==> config.mk <==
export PLATFORM = sky130hd
export DESIGN_NAME = hyperbus_arbiter_flat
export DESIGN_NICKNAME = d
export VERILOG_FILES = /design/src/rtl/hyperbus_arbiter_pkg.sv /design/src/rtl/hyperbus_arbiter_if.sv /design/src/rtl/hyperbus_arbiter_rr2.sv /design/src/rtl/hyperbus_arbiter.sv /design/src/flat_wrapper.sv
export SDC_FILE = /design/constraint.sdc
export NUM_CORES = 1
export LEC_CHECK = 0
export BUFFER_PORTS_ARGS = -buffer_cell sky130_fd_sc_hd__clkbuf_2
export CAP_MARGIN = 10
export CORE_UTILIZATION = 49
export DETAILED_ROUTE_END_ITERATION = 10
export GPL_TIMING_DRIVEN = 0
export PLACE_DENSITY = 0.87
export SLEW_MARGIN = 10
export SYNTH_ARGS = -nofsm -noshare
export SYNTH_HDL_FRONTEND = slang
export SYNTH_HIERARCHICAL = 1
export SYNTH_SLANG_ARGS = --single-unit
==> constraint.sdc <==
create_clock -name clk -period 4.6 [get_ports clk]
set_clock_uncertainty 0.1 [all_clocks]
set_input_delay 0.92 -clock clk [delete_from_list [all_inputs] [get_ports clk]]
set_output_delay 0.92 -clock clk [all_outputs]
set_load 0.01 [all_outputs]
==> src/rtl/hyperbus_arbiter_pkg.sv <==
// Shared types and sizing helpers for the two-port HyperBus arbiter.
package hyperbus_pkg;

  localparam int NPORTS = 2;

  typedef enum logic [2:0] {
    ST_IDLE  = 3'd0,
    ST_XFER  = 3'd1,
    ST_DRAIN = 3'd2,
    ST_DONE  = 3'd3,
    ST_FAULT = 3'd4
  } state_t;

  // Beat counter needs one extra bit so it can hold len itself.
  function automatic int beat_cnt_w(input int len_width);
    return len_width + 1;
  endfunction

  function automatic int tmo_cnt_w(input int timeout);
    return (timeout < 1) ? 1 : $clog2(timeout + 1);
  endfunction

endpackage

==> src/rtl/hyperbus_arbiter_if.sv <==
// Client-port and controller-side signal bundle for hyperbus_arbiter.
interface hyperbus_arbiter_if #(
  parameter int WIDTH       = 8,
  parameter int ADDR_LENGTH = 32,
  parameter int LEN_WIDTH   = 8
) ();

  logic                   p0_req,    p1_req;
  logic                   p0_we,     p1_we;
  logic [ADDR_LENGTH-1:0] p0_adr,    p1_adr;
  logic [LEN_WIDTH-1:0]   p0_len,    p1_len;
  logic [2*WIDTH-1:0]     p0_wdat,   p1_wdat;
  logic                   p0_wready, p1_wready;
  logic [2*WIDTH-1:0]     p0_rdat,   p1_rdat;
  logic                   p0_rvalid, p1_rvalid;
  logic                   p0_done,   p1_done;
  logic                   p0_err,    p1_err;

  logic [ADDR_LENGTH-1:0] hb_adr;
  logic [2*WIDTH-1:0]     hb_dat_w;
  logic                   hb_wrq, hb_rrq, hb_reg_space;
  logic [2*WIDTH-1:0]     hb_dat_r;
  logic                   hb_ready, hb_valid, hb_busy, hb_error;
  logic                   fault;

  // Arbiter side.
  modport slave (
    input  p0_req, p1_req, p0_we, p1_we, p0_adr, p1_adr, p0_len, p1_len,
    input  p0_wdat, p1_wdat,
    output p0_wready, p1_wready, p0_rdat, p1_rdat, p0_rvalid, p1_rvalid,
    output p0_done, p1_done, p0_err, p1_err,
    output hb_adr, hb_dat_w, hb_wrq, hb_rrq, hb_reg_space, fault,
    input  hb_dat_r, hb_ready, hb_valid, hb_busy, hb_error
  );

  // Clients plus controller, as seen from outside the arbiter.
  modport master (
    output p0_req, p1_req, p0_we, p1_we, p0_adr, p1_adr, p0_len, p1_len,
    output p0_wdat, p1_wdat,
    input  p0_wready, p1_wready, p0_rdat, p1_rdat, p0_rvalid, p1_rvalid,
    input  p0_done, p1_done, p0_err, p1_err,
    input  hb_adr, hb_dat_w, hb_wrq, hb_rrq, hb_reg_space, fault,
    output hb_dat_r, hb_ready, hb_valid, hb_busy, hb_error
  );

endinterface

==> src/rtl/hyperbus_arbiter_rr2.sv <==
// Two-way round-robin picker: on contention the port not granted last wins.
module hyperbus_rr2 (
  input  logic [1:0] i_req,
  input  logic       i_last,
  output logic [1:0] o_grant
);

  always_comb begin
    o_grant = i_req;
    if (&i_req) o_grant = i_last ? 2'b01 : 2'b10;
  end

endmodule

==> src/rtl/hyperbus_arbiter.sv <==
// Two-port burst arbiter in front of a single HyperBus controller, with
// per-burst timeout and a sticky fault state on controller error.
module hyperbus_arbiter
  import hyperbus_pkg::*;
#(
  parameter int WIDTH       = 8,
  parameter int ADDR_LENGTH = 32,
  parameter int LEN_WIDTH   = 8,
  parameter int TIMEOUT     = 1023
) (
  input logic               clk,
  input logic               rst,
  hyperbus_arbiter_if.slave bus
);

  localparam int BW = beat_cnt_w(LEN_WIDTH);
  localparam int TW = tmo_cnt_w(TIMEOUT);
  localparam logic [TW-1:0] TMO_LAST = TW'(TIMEOUT - 1);

  state_t                 r_state;
  logic                   r_gnt, r_last, r_we, r_err_pend;
  logic                   r_wrq, r_rrq, r_fault;
  logic [ADDR_LENGTH-1:0] r_adr;
  logic [LEN_WIDTH-1:0]   r_len;
  logic [BW-1:0]          r_beats;
  logic [TW-1:0]          r_tmo;
  logic [NPORTS-1:0]      r_done, r_err;

  logic [NPORTS-1:0]      w_req, w_pick, w_wready, w_rvalid;
  logic                   w_we_p   [NPORTS];
  logic [ADDR_LENGTH-1:0] w_adr_p  [NPORTS];
  logic [LEN_WIDTH-1:0]   w_len_p  [NPORTS];
  logic [2*WIDTH-1:0]     w_wdat_p [NPORTS];
  logic                   w_any, w_more, w_fwd_w, w_fwd_r, w_beat, w_last;

  assign w_req       = {bus.p1_req, bus.p0_req};
  assign w_we_p[0]   = bus.p0_we;
  assign w_we_p[1]   = bus.p1_we;
  assign w_adr_p[0]  = bus.p0_adr;
  assign w_adr_p[1]  = bus.p1_adr;
  assign w_len_p[0]  = bus.p0_len;
  assign w_len_p[1]  = bus.p1_len;
  assign w_wdat_p[0] = bus.p0_wdat;
  assign w_wdat_p[1] = bus.p1_wdat;

  hyperbus_rr2 u_rr (
    .i_req   (w_req),
    .i_last  (r_last),
    .o_grant (w_pick)
  );

  assign w_any   = |w_pick;
  // Only beats up to the latched length are forwarded; extras are swallowed.
  assign w_more  = r_beats < {1'b0, r_len};
  assign w_fwd_w = (r_state == ST_XFER) &&  r_we && bus.hb_ready && w_more;
  assign w_fwd_r = (r_state == ST_XFER) && !r_we && bus.hb_valid && w_more;
  assign w_beat  = w_fwd_w || w_fwd_r;
  assign w_last  = w_beat && ((r_beats + BW'(1)) == {1'b0, r_len});

  for (genvar gi = 0; gi < NPORTS; gi++) begin : g_port
    assign w_wready[gi] = w_fwd_w && (r_gnt == 1'(gi));
    assign w_rvalid[gi] = w_fwd_r && (r_gnt == 1'(gi));
  end

  always_ff @(posedge clk) begin
    if (rst) begin
      r_state    <= ST_IDLE;
      r_gnt      <= 1'b0;
      r_last     <= 1'b1;
      r_we       <= 1'b0;
      r_err_pend <= 1'b0;
      r_wrq      <= 1'b0;
      r_rrq      <= 1'b0;
      r_fault    <= 1'b0;
      r_adr      <= '0;
      r_len      <= '0;
      r_beats    <= '0;
      r_tmo      <= '0;
      r_done     <= '0;
      r_err      <= '0;
    end else begin
      r_done <= '0;
      r_err  <= '0;
      if (bus.hb_error) begin
        r_state <= ST_FAULT;
        r_wrq   <= 1'b0;
        r_rrq   <= 1'b0;
        r_fault <= 1'b1;
        if (r_state == ST_XFER || r_state == ST_DRAIN) begin
          r_done[r_gnt] <= 1'b1;
          r_err[r_gnt]  <= 1'b1;
        end
      end else begin
        case (r_state)
          ST_IDLE: begin
            if (w_any && !bus.hb_busy) begin
              r_gnt   <= w_pick[1];
              r_we    <= w_we_p[w_pick[1]];
              r_adr   <= w_adr_p[w_pick[1]];
              r_len   <= w_len_p[w_pick[1]];
              r_beats <= '0;
              r_tmo   <= '0;
              if (w_len_p[w_pick[1]] == '0) begin
                // Zero-length burst is rejected without touching the controller.
                r_err_pend         <= 1'b1;
                r_done[w_pick[1]]  <= 1'b1;
                r_err[w_pick[1]]   <= 1'b1;
                r_state            <= ST_DONE;
              end else begin
                r_err_pend <= 1'b0;
                r_wrq      <= w_we_p[w_pick[1]];
                r_rrq      <= !w_we_p[w_pick[1]];
                r_state    <= ST_XFER;
              end
            end
          end
          ST_XFER: begin
            r_tmo <= r_tmo + TW'(1);
            if (w_beat) r_beats <= r_beats + BW'(1);
            if (w_last) begin
              r_wrq   <= 1'b0;
              r_rrq   <= 1'b0;
              r_state <= ST_DRAIN;
            end else if (r_tmo == TMO_LAST) begin
              r_wrq      <= 1'b0;
              r_rrq      <= 1'b0;
              r_err_pend <= 1'b1;
              r_state    <= ST_DRAIN;
            end
          end
          ST_DRAIN: begin
            if (!bus.hb_busy) begin
              r_done[r_gnt] <= 1'b1;
              r_err[r_gnt]  <= r_err_pend;
              r_state       <= ST_DONE;
            end
          end
          ST_DONE: begin
            r_last  <= r_gnt;
            r_state <= ST_IDLE;
          end
          ST_FAULT: r_state <= ST_FAULT;
          default:  r_state <= ST_IDLE;
        endcase
      end
    end
  end

  assign bus.hb_adr       = r_adr;
  assign bus.hb_dat_w     = w_wdat_p[r_gnt];
  assign bus.hb_wrq       = r_wrq;
  assign bus.hb_rrq       = r_rrq;
  assign bus.hb_reg_space = 1'b0;
  assign bus.fault        = r_fault;

  assign bus.p0_wready = w_wready[0];
  assign bus.p1_wready = w_wready[1];
  assign bus.p0_rvalid = w_rvalid[0];
  assign bus.p1_rvalid = w_rvalid[1];
  assign bus.p0_rdat   = bus.hb_dat_r;
  assign bus.p1_rdat   = bus.hb_dat_r;
  assign bus.p0_done   = r_done[0];
  assign bus.p1_done   = r_done[1];
  assign bus.p0_err    = r_err[0];
  assign bus.p1_err    = r_err[1];

endmodule
==> src/flat_wrapper.sv <==
// flat-port wrapper written by rule: the top's interface ports become plain ports
module hyperbus_arbiter_flat import hyperbus_pkg::*;
#(
  parameter int WIDTH       = 8,
  parameter int ADDR_LENGTH = 32,
  parameter int LEN_WIDTH   = 8,
  parameter int TIMEOUT     = 1023
)
  (clk, rst, bus_p0_req, bus_p1_req, bus_p0_we, bus_p1_we, bus_p0_adr, bus_p1_adr, bus_p0_len, bus_p1_len, bus_p0_wdat, bus_p1_wdat, bus_p0_wready, bus_p1_wready, bus_p0_rdat, bus_p1_rdat, bus_p0_rvalid, bus_p1_rvalid, bus_p0_done, bus_p1_done, bus_p0_err, bus_p1_err, bus_hb_adr, bus_hb_dat_w, bus_hb_wrq, bus_hb_rrq, bus_hb_reg_space, bus_fault, bus_hb_dat_r, bus_hb_ready, bus_hb_valid, bus_hb_busy, bus_hb_error);
  hyperbus_arbiter_if #(.WIDTH(WIDTH), .ADDR_LENGTH(ADDR_LENGTH), .LEN_WIDTH(LEN_WIDTH)) bus_i ();
  input logic clk;
  input logic rst;
  input wire logic [$bits(bus_i.p0_req)-1:0] bus_p0_req;
  input wire logic [$bits(bus_i.p1_req)-1:0] bus_p1_req;
  input wire logic [$bits(bus_i.p0_we)-1:0] bus_p0_we;
  input wire logic [$bits(bus_i.p1_we)-1:0] bus_p1_we;
  input wire logic [$bits(bus_i.p0_adr)-1:0] bus_p0_adr;
  input wire logic [$bits(bus_i.p1_adr)-1:0] bus_p1_adr;
  input wire logic [$bits(bus_i.p0_len)-1:0] bus_p0_len;
  input wire logic [$bits(bus_i.p1_len)-1:0] bus_p1_len;
  input wire logic [$bits(bus_i.p0_wdat)-1:0] bus_p0_wdat;
  input wire logic [$bits(bus_i.p1_wdat)-1:0] bus_p1_wdat;
  output wire logic [$bits(bus_i.p0_wready)-1:0] bus_p0_wready;
  output wire logic [$bits(bus_i.p1_wready)-1:0] bus_p1_wready;
  output wire logic [$bits(bus_i.p0_rdat)-1:0] bus_p0_rdat;
  output wire logic [$bits(bus_i.p1_rdat)-1:0] bus_p1_rdat;
  output wire logic [$bits(bus_i.p0_rvalid)-1:0] bus_p0_rvalid;
  output wire logic [$bits(bus_i.p1_rvalid)-1:0] bus_p1_rvalid;
  output wire logic [$bits(bus_i.p0_done)-1:0] bus_p0_done;
  output wire logic [$bits(bus_i.p1_done)-1:0] bus_p1_done;
  output wire logic [$bits(bus_i.p0_err)-1:0] bus_p0_err;
  output wire logic [$bits(bus_i.p1_err)-1:0] bus_p1_err;
  output wire logic [$bits(bus_i.hb_adr)-1:0] bus_hb_adr;
  output wire logic [$bits(bus_i.hb_dat_w)-1:0] bus_hb_dat_w;
  output wire logic [$bits(bus_i.hb_wrq)-1:0] bus_hb_wrq;
  output wire logic [$bits(bus_i.hb_rrq)-1:0] bus_hb_rrq;
  output wire logic [$bits(bus_i.hb_reg_space)-1:0] bus_hb_reg_space;
  output wire logic [$bits(bus_i.fault)-1:0] bus_fault;
  input wire logic [$bits(bus_i.hb_dat_r)-1:0] bus_hb_dat_r;
  input wire logic [$bits(bus_i.hb_ready)-1:0] bus_hb_ready;
  input wire logic [$bits(bus_i.hb_valid)-1:0] bus_hb_valid;
  input wire logic [$bits(bus_i.hb_busy)-1:0] bus_hb_busy;
  input wire logic [$bits(bus_i.hb_error)-1:0] bus_hb_error;
  assign bus_i.p0_req = bus_p0_req;
  assign bus_i.p1_req = bus_p1_req;
  assign bus_i.p0_we = bus_p0_we;
  assign bus_i.p1_we = bus_p1_we;
  assign bus_i.p0_adr = bus_p0_adr;
  assign bus_i.p1_adr = bus_p1_adr;
  assign bus_i.p0_len = bus_p0_len;
  assign bus_i.p1_len = bus_p1_len;
  assign bus_i.p0_wdat = bus_p0_wdat;
  assign bus_i.p1_wdat = bus_p1_wdat;
  assign bus_p0_wready = bus_i.p0_wready;
  assign bus_p1_wready = bus_i.p1_wready;
  assign bus_p0_rdat = bus_i.p0_rdat;
  assign bus_p1_rdat = bus_i.p1_rdat;
  assign bus_p0_rvalid = bus_i.p0_rvalid;
  assign bus_p1_rvalid = bus_i.p1_rvalid;
  assign bus_p0_done = bus_i.p0_done;
  assign bus_p1_done = bus_i.p1_done;
  assign bus_p0_err = bus_i.p0_err;
  assign bus_p1_err = bus_i.p1_err;
  assign bus_hb_adr = bus_i.hb_adr;
  assign bus_hb_dat_w = bus_i.hb_dat_w;
  assign bus_hb_wrq = bus_i.hb_wrq;
  assign bus_hb_rrq = bus_i.hb_rrq;
  assign bus_hb_reg_space = bus_i.hb_reg_space;
  assign bus_fault = bus_i.fault;
  assign bus_i.hb_dat_r = bus_hb_dat_r;
  assign bus_i.hb_ready = bus_hb_ready;
  assign bus_i.hb_valid = bus_hb_valid;
  assign bus_i.hb_busy = bus_hb_busy;
  assign bus_i.hb_error = bus_hb_error;
  hyperbus_arbiter #(.WIDTH(WIDTH), .ADDR_LENGTH(ADDR_LENGTH), .LEN_WIDTH(LEN_WIDTH), .TIMEOUT(TIMEOUT)) u_core (.clk(clk), .rst(rst), .bus(bus_i));
endmodule
==> results by group <==
Run status
  – Outcome: finished, final reports clean

Pwr
  – Maximum VDD drop: 0.210 mV
  – Total power: 1.53 mW
  – PwrDens: 270 mW/mm^2
  – Leak Pwr: 2.58 nW

Clock tree
  – Post-CTS Setup Bufs: 0
  – Cts repair resizes: 0
  – Worst-path clk slew: 0.07 ns
  – CTS Hold Bufs: 0
  – CTS buffer count: 9
  – Worst-case clock buffer depth: 2
  – Sink Count: 73
  – TritonCTS clock tree: built
  – CTS root buf: clkbuf_8
  – Clock Latency Late Sink: 0.34 ns
  – CTS H-tree lvls: 3

Timing
  – Setup TNS: 0 ns
  – RSZ-0062 raised after global routing: false
  – Hold slack: 0.381 ns
  – Rel. slew slack: 0.358
  – Fin. Hold Viols: 0
  – Max-slew violations: 0
  – Part of the cycle the worst path needs: 0.765
  – Final setup vio count: 0
  – Tmin final: 3.52 ns
  – Highest Clock Rate: 0.284 GHz
  – Worst-margin pin slew: 0.956 ns

Route
  – Number of DRC markers in iteration 0: 341
  – DR WL/cell: 15.8 um
  – DR vias: 4509
  – Residual DRC: 0
  – Final wirelength: 13.2 mm
  – Post-route ant nets: 0
  – Via/cell ratio: 5.41
  – Pre-antenna DRT Iters: 5

Synthesis
  – Flops & latches, synth: 73
  – Adder-Cell Fraction of Synth Area: 0.0322
  – Compound-gate portion of the synthesized area: 0.172
  – Sequential element share of the synthesized area: 0.342
  – Post-synthesis net count: 652
  – Synth Instances: 503
  – Mapped Area: 0.00427 mm^2
  – Async SR Flop Fraction: 0
  – Synthesized area per cell: 8.49 um^2
  – EDFF count, synth: 0
  – Xor-xnor portion of the synthesized cell area: 0.0307
  – Syn. warnings: 6
  – Simple-Gate Fraction of Synth Area: 0.175
  – Dominant combinational cell family by area after synthesis: simple AND/OR/NAND/NOR gates
  – Cell variety after synth: 56
  – Mux share of post-synthesis cell area: 0.143
  – Synth Flop Type: dfxtp_1

Floorplanning
  – DIE AREA: 0.00910 mm^2
  – Core box area: 0.00834 mm^2
  – Starting density of the core: 0.512
  – Std-Cell Rows: 33
  – Die height: 95.4 um
  – Die width: 95.4 um
  – Top Ports: 230

Global route
  – Initial antenna violation count: 0
  – Total GRT Usage: 0.293
  – First-pass GRT wire length: 20.5 mm
  – Gr ovfl total: 0
  – Number of global-route vias before repair: 4413
  – Pin count of the biggest net entering global routing: 12

Finish
  – Storage cell area: 0.00146 mm^2
  – Diodes inserted: 0
  – Most frequent cells in the layout: 212 x clkbuf_2, 79 x nor2_1, 73 x dfxtp_1
  – Layout cells sized above 1: 0.385
  – Final nets: 875
  – Filler Cell Count: 691
  – Multi-input logic area: 0.00237 mm^2
  – Commonest non-fill, non-tap cell in the layout: clkbuf_2
  – Area growth from synthesis to layout: 33.0%

Critical path
  – Slowest cell on crit path: a2111o_1
  – Critical path's largest stage delay: 0.49 ns
  – CP Max Fanout: 4
  – Critical Path AT: 2.50 ns
  – WP data required: 3.58 ns
  – Crit-path cells: inv_1 -> ha_1 -> a21o_1 -> a2111o_1 -> or3_1 -> nor2_1 -> clkbuf_2
  – Startpoint types: flop
  – Worst setup EP type: output pin
  – CP Class: reg2out

Place
  – HPWL after detailed placement: 10.6 mm
  – PortBufs: 212
  – Routability Congestion: 0.940

Job
  – Max Cap Viol: 0

Worst hold path
  – Tightest Hold Check Type: reg2reg
==> per-layer routing <==
layer,part of all wire,track usage,vias to the layer above
li1,-,-,2212
met4,0.018,0.104,0
met5,0,0,-
met2,0.50,0.511,190
met3,0.076,0.0702,21
met1,0.40,0.347,2086
==> cell usage after synthesis (3+ instances only) <==
library cell	number	share of area
dfxtp_1	73	0.34
a31oi_1	3	0.0044
inv_1	19	0.017
o31ai_1	3	0.0053
ha_1	11	0.032
mux2_2	16	0.042
nand2_1	24	0.021
a21oi_1	18	0.021
a21o_1	3	0.0053
xor2_1	9	0.018
nor3_1	7	0.0082
o21ai_0	10	0.012
nand3_1	5	0.0059
nand4_1	8	0.012
xnor2_1	6	0.012
a211oi_1	42	0.074
nor4_1	8	0.012
buf_1	3	0.0026
mux2i_1	43	0.10
or3_1	7	0.010
nor2_1	79	0.069
buf_4	34	0.060
clkbuf_1	25	0.022
==> worst paths after layout <==
| kind | end | slack, ns | depth (start not counted) | startpoint |
|---|---|---|---|---|
| worst min-delay path | u_core/bus.fault | 0.38 | 2 | u_core/bus.fault |
| worst max register to register | u_core/r_beats[8] | 1.72 | 6 | u_core/r_state[2] |
| worst min register to register | u_core/bus.fault | 0.38 | 2 | u_core/bus.fault |
| worst max-delay path | bus_p0_rvalid | 1.08 | 7 | u_core/r_len[6] |
==> metrics by stage <==
| stage | setup WS, ns | cells | cell area (um^2) | utilization |
|---|---|---|---|---|
| finish | 1.08 | 834 | 5680 | 0.681 |
| global route | 0.961 | 834 | 5680 | 0.681 |
| CTS | 1.08 | 834 | 5680 | 0.681 |
| detailed placement | 1.15 | 820 | 5470 | 0.655 |
| global placement | 1.15 | 820 | 5470 | 0.655 |
| floorplan | 1.71 | 503 | 4270 | - |
==> report_power, final <==
part | switching, mW | total (mW) | internal [mW]
sequential | 0.0157 | 0.671 | 0.655
combinational | 0.158 | 0.302 | 0.144
clock | 0.232 | 0.561 | 0.328
total | 0.406 | 1.53 | 1.13
==> state kept, by name, indices dropped and copies added (netlist names), 2 cells and up <==
| signal | flops |
|---|---|
| u_core/r_len | 8 |
| u_core/r_err | 2 |
| u_core/r_beats | 9 |
| u_core/r_tmo | 10 |
| u_core/bus.hb_adr | 32 |
| u_core/r_state | 3 |
| u_core/r_done | 2 |
==> worst max-delay path: cells and delay by family (launching register included) <==
family,cells,cell delay (ns)
AO/OA/AOI/OAI,2,0.68
adder cells (fa/ha/maj),1,0.32
buffers and inverters,2,0.23
flip-flops,1,0.42
AND/OR/NAND/NOR,2,0.51
==> final cells by class <==
type	count	area share
plain buffers	63	0.0654
inverters	19	0.0126
multi-input cells	348	0.417
repair buffers	212	0.187
clock buffers	11	0.0266
flip-flops and latches	73	0.257
well taps	105	0.0231
clock inverters	3	0.0115
==> cells by family after synthesis <==
logic type,Yosys count
other,1
AND/OR/NAND/NOR,157
adder cells (fa/ha/maj),11
AO/OA/AOI/OAI,105
multiplexers,59
buffers and inverters,82
XOR/XNOR,15
flip-flops,73
Power figures use the tool's default switching activity.
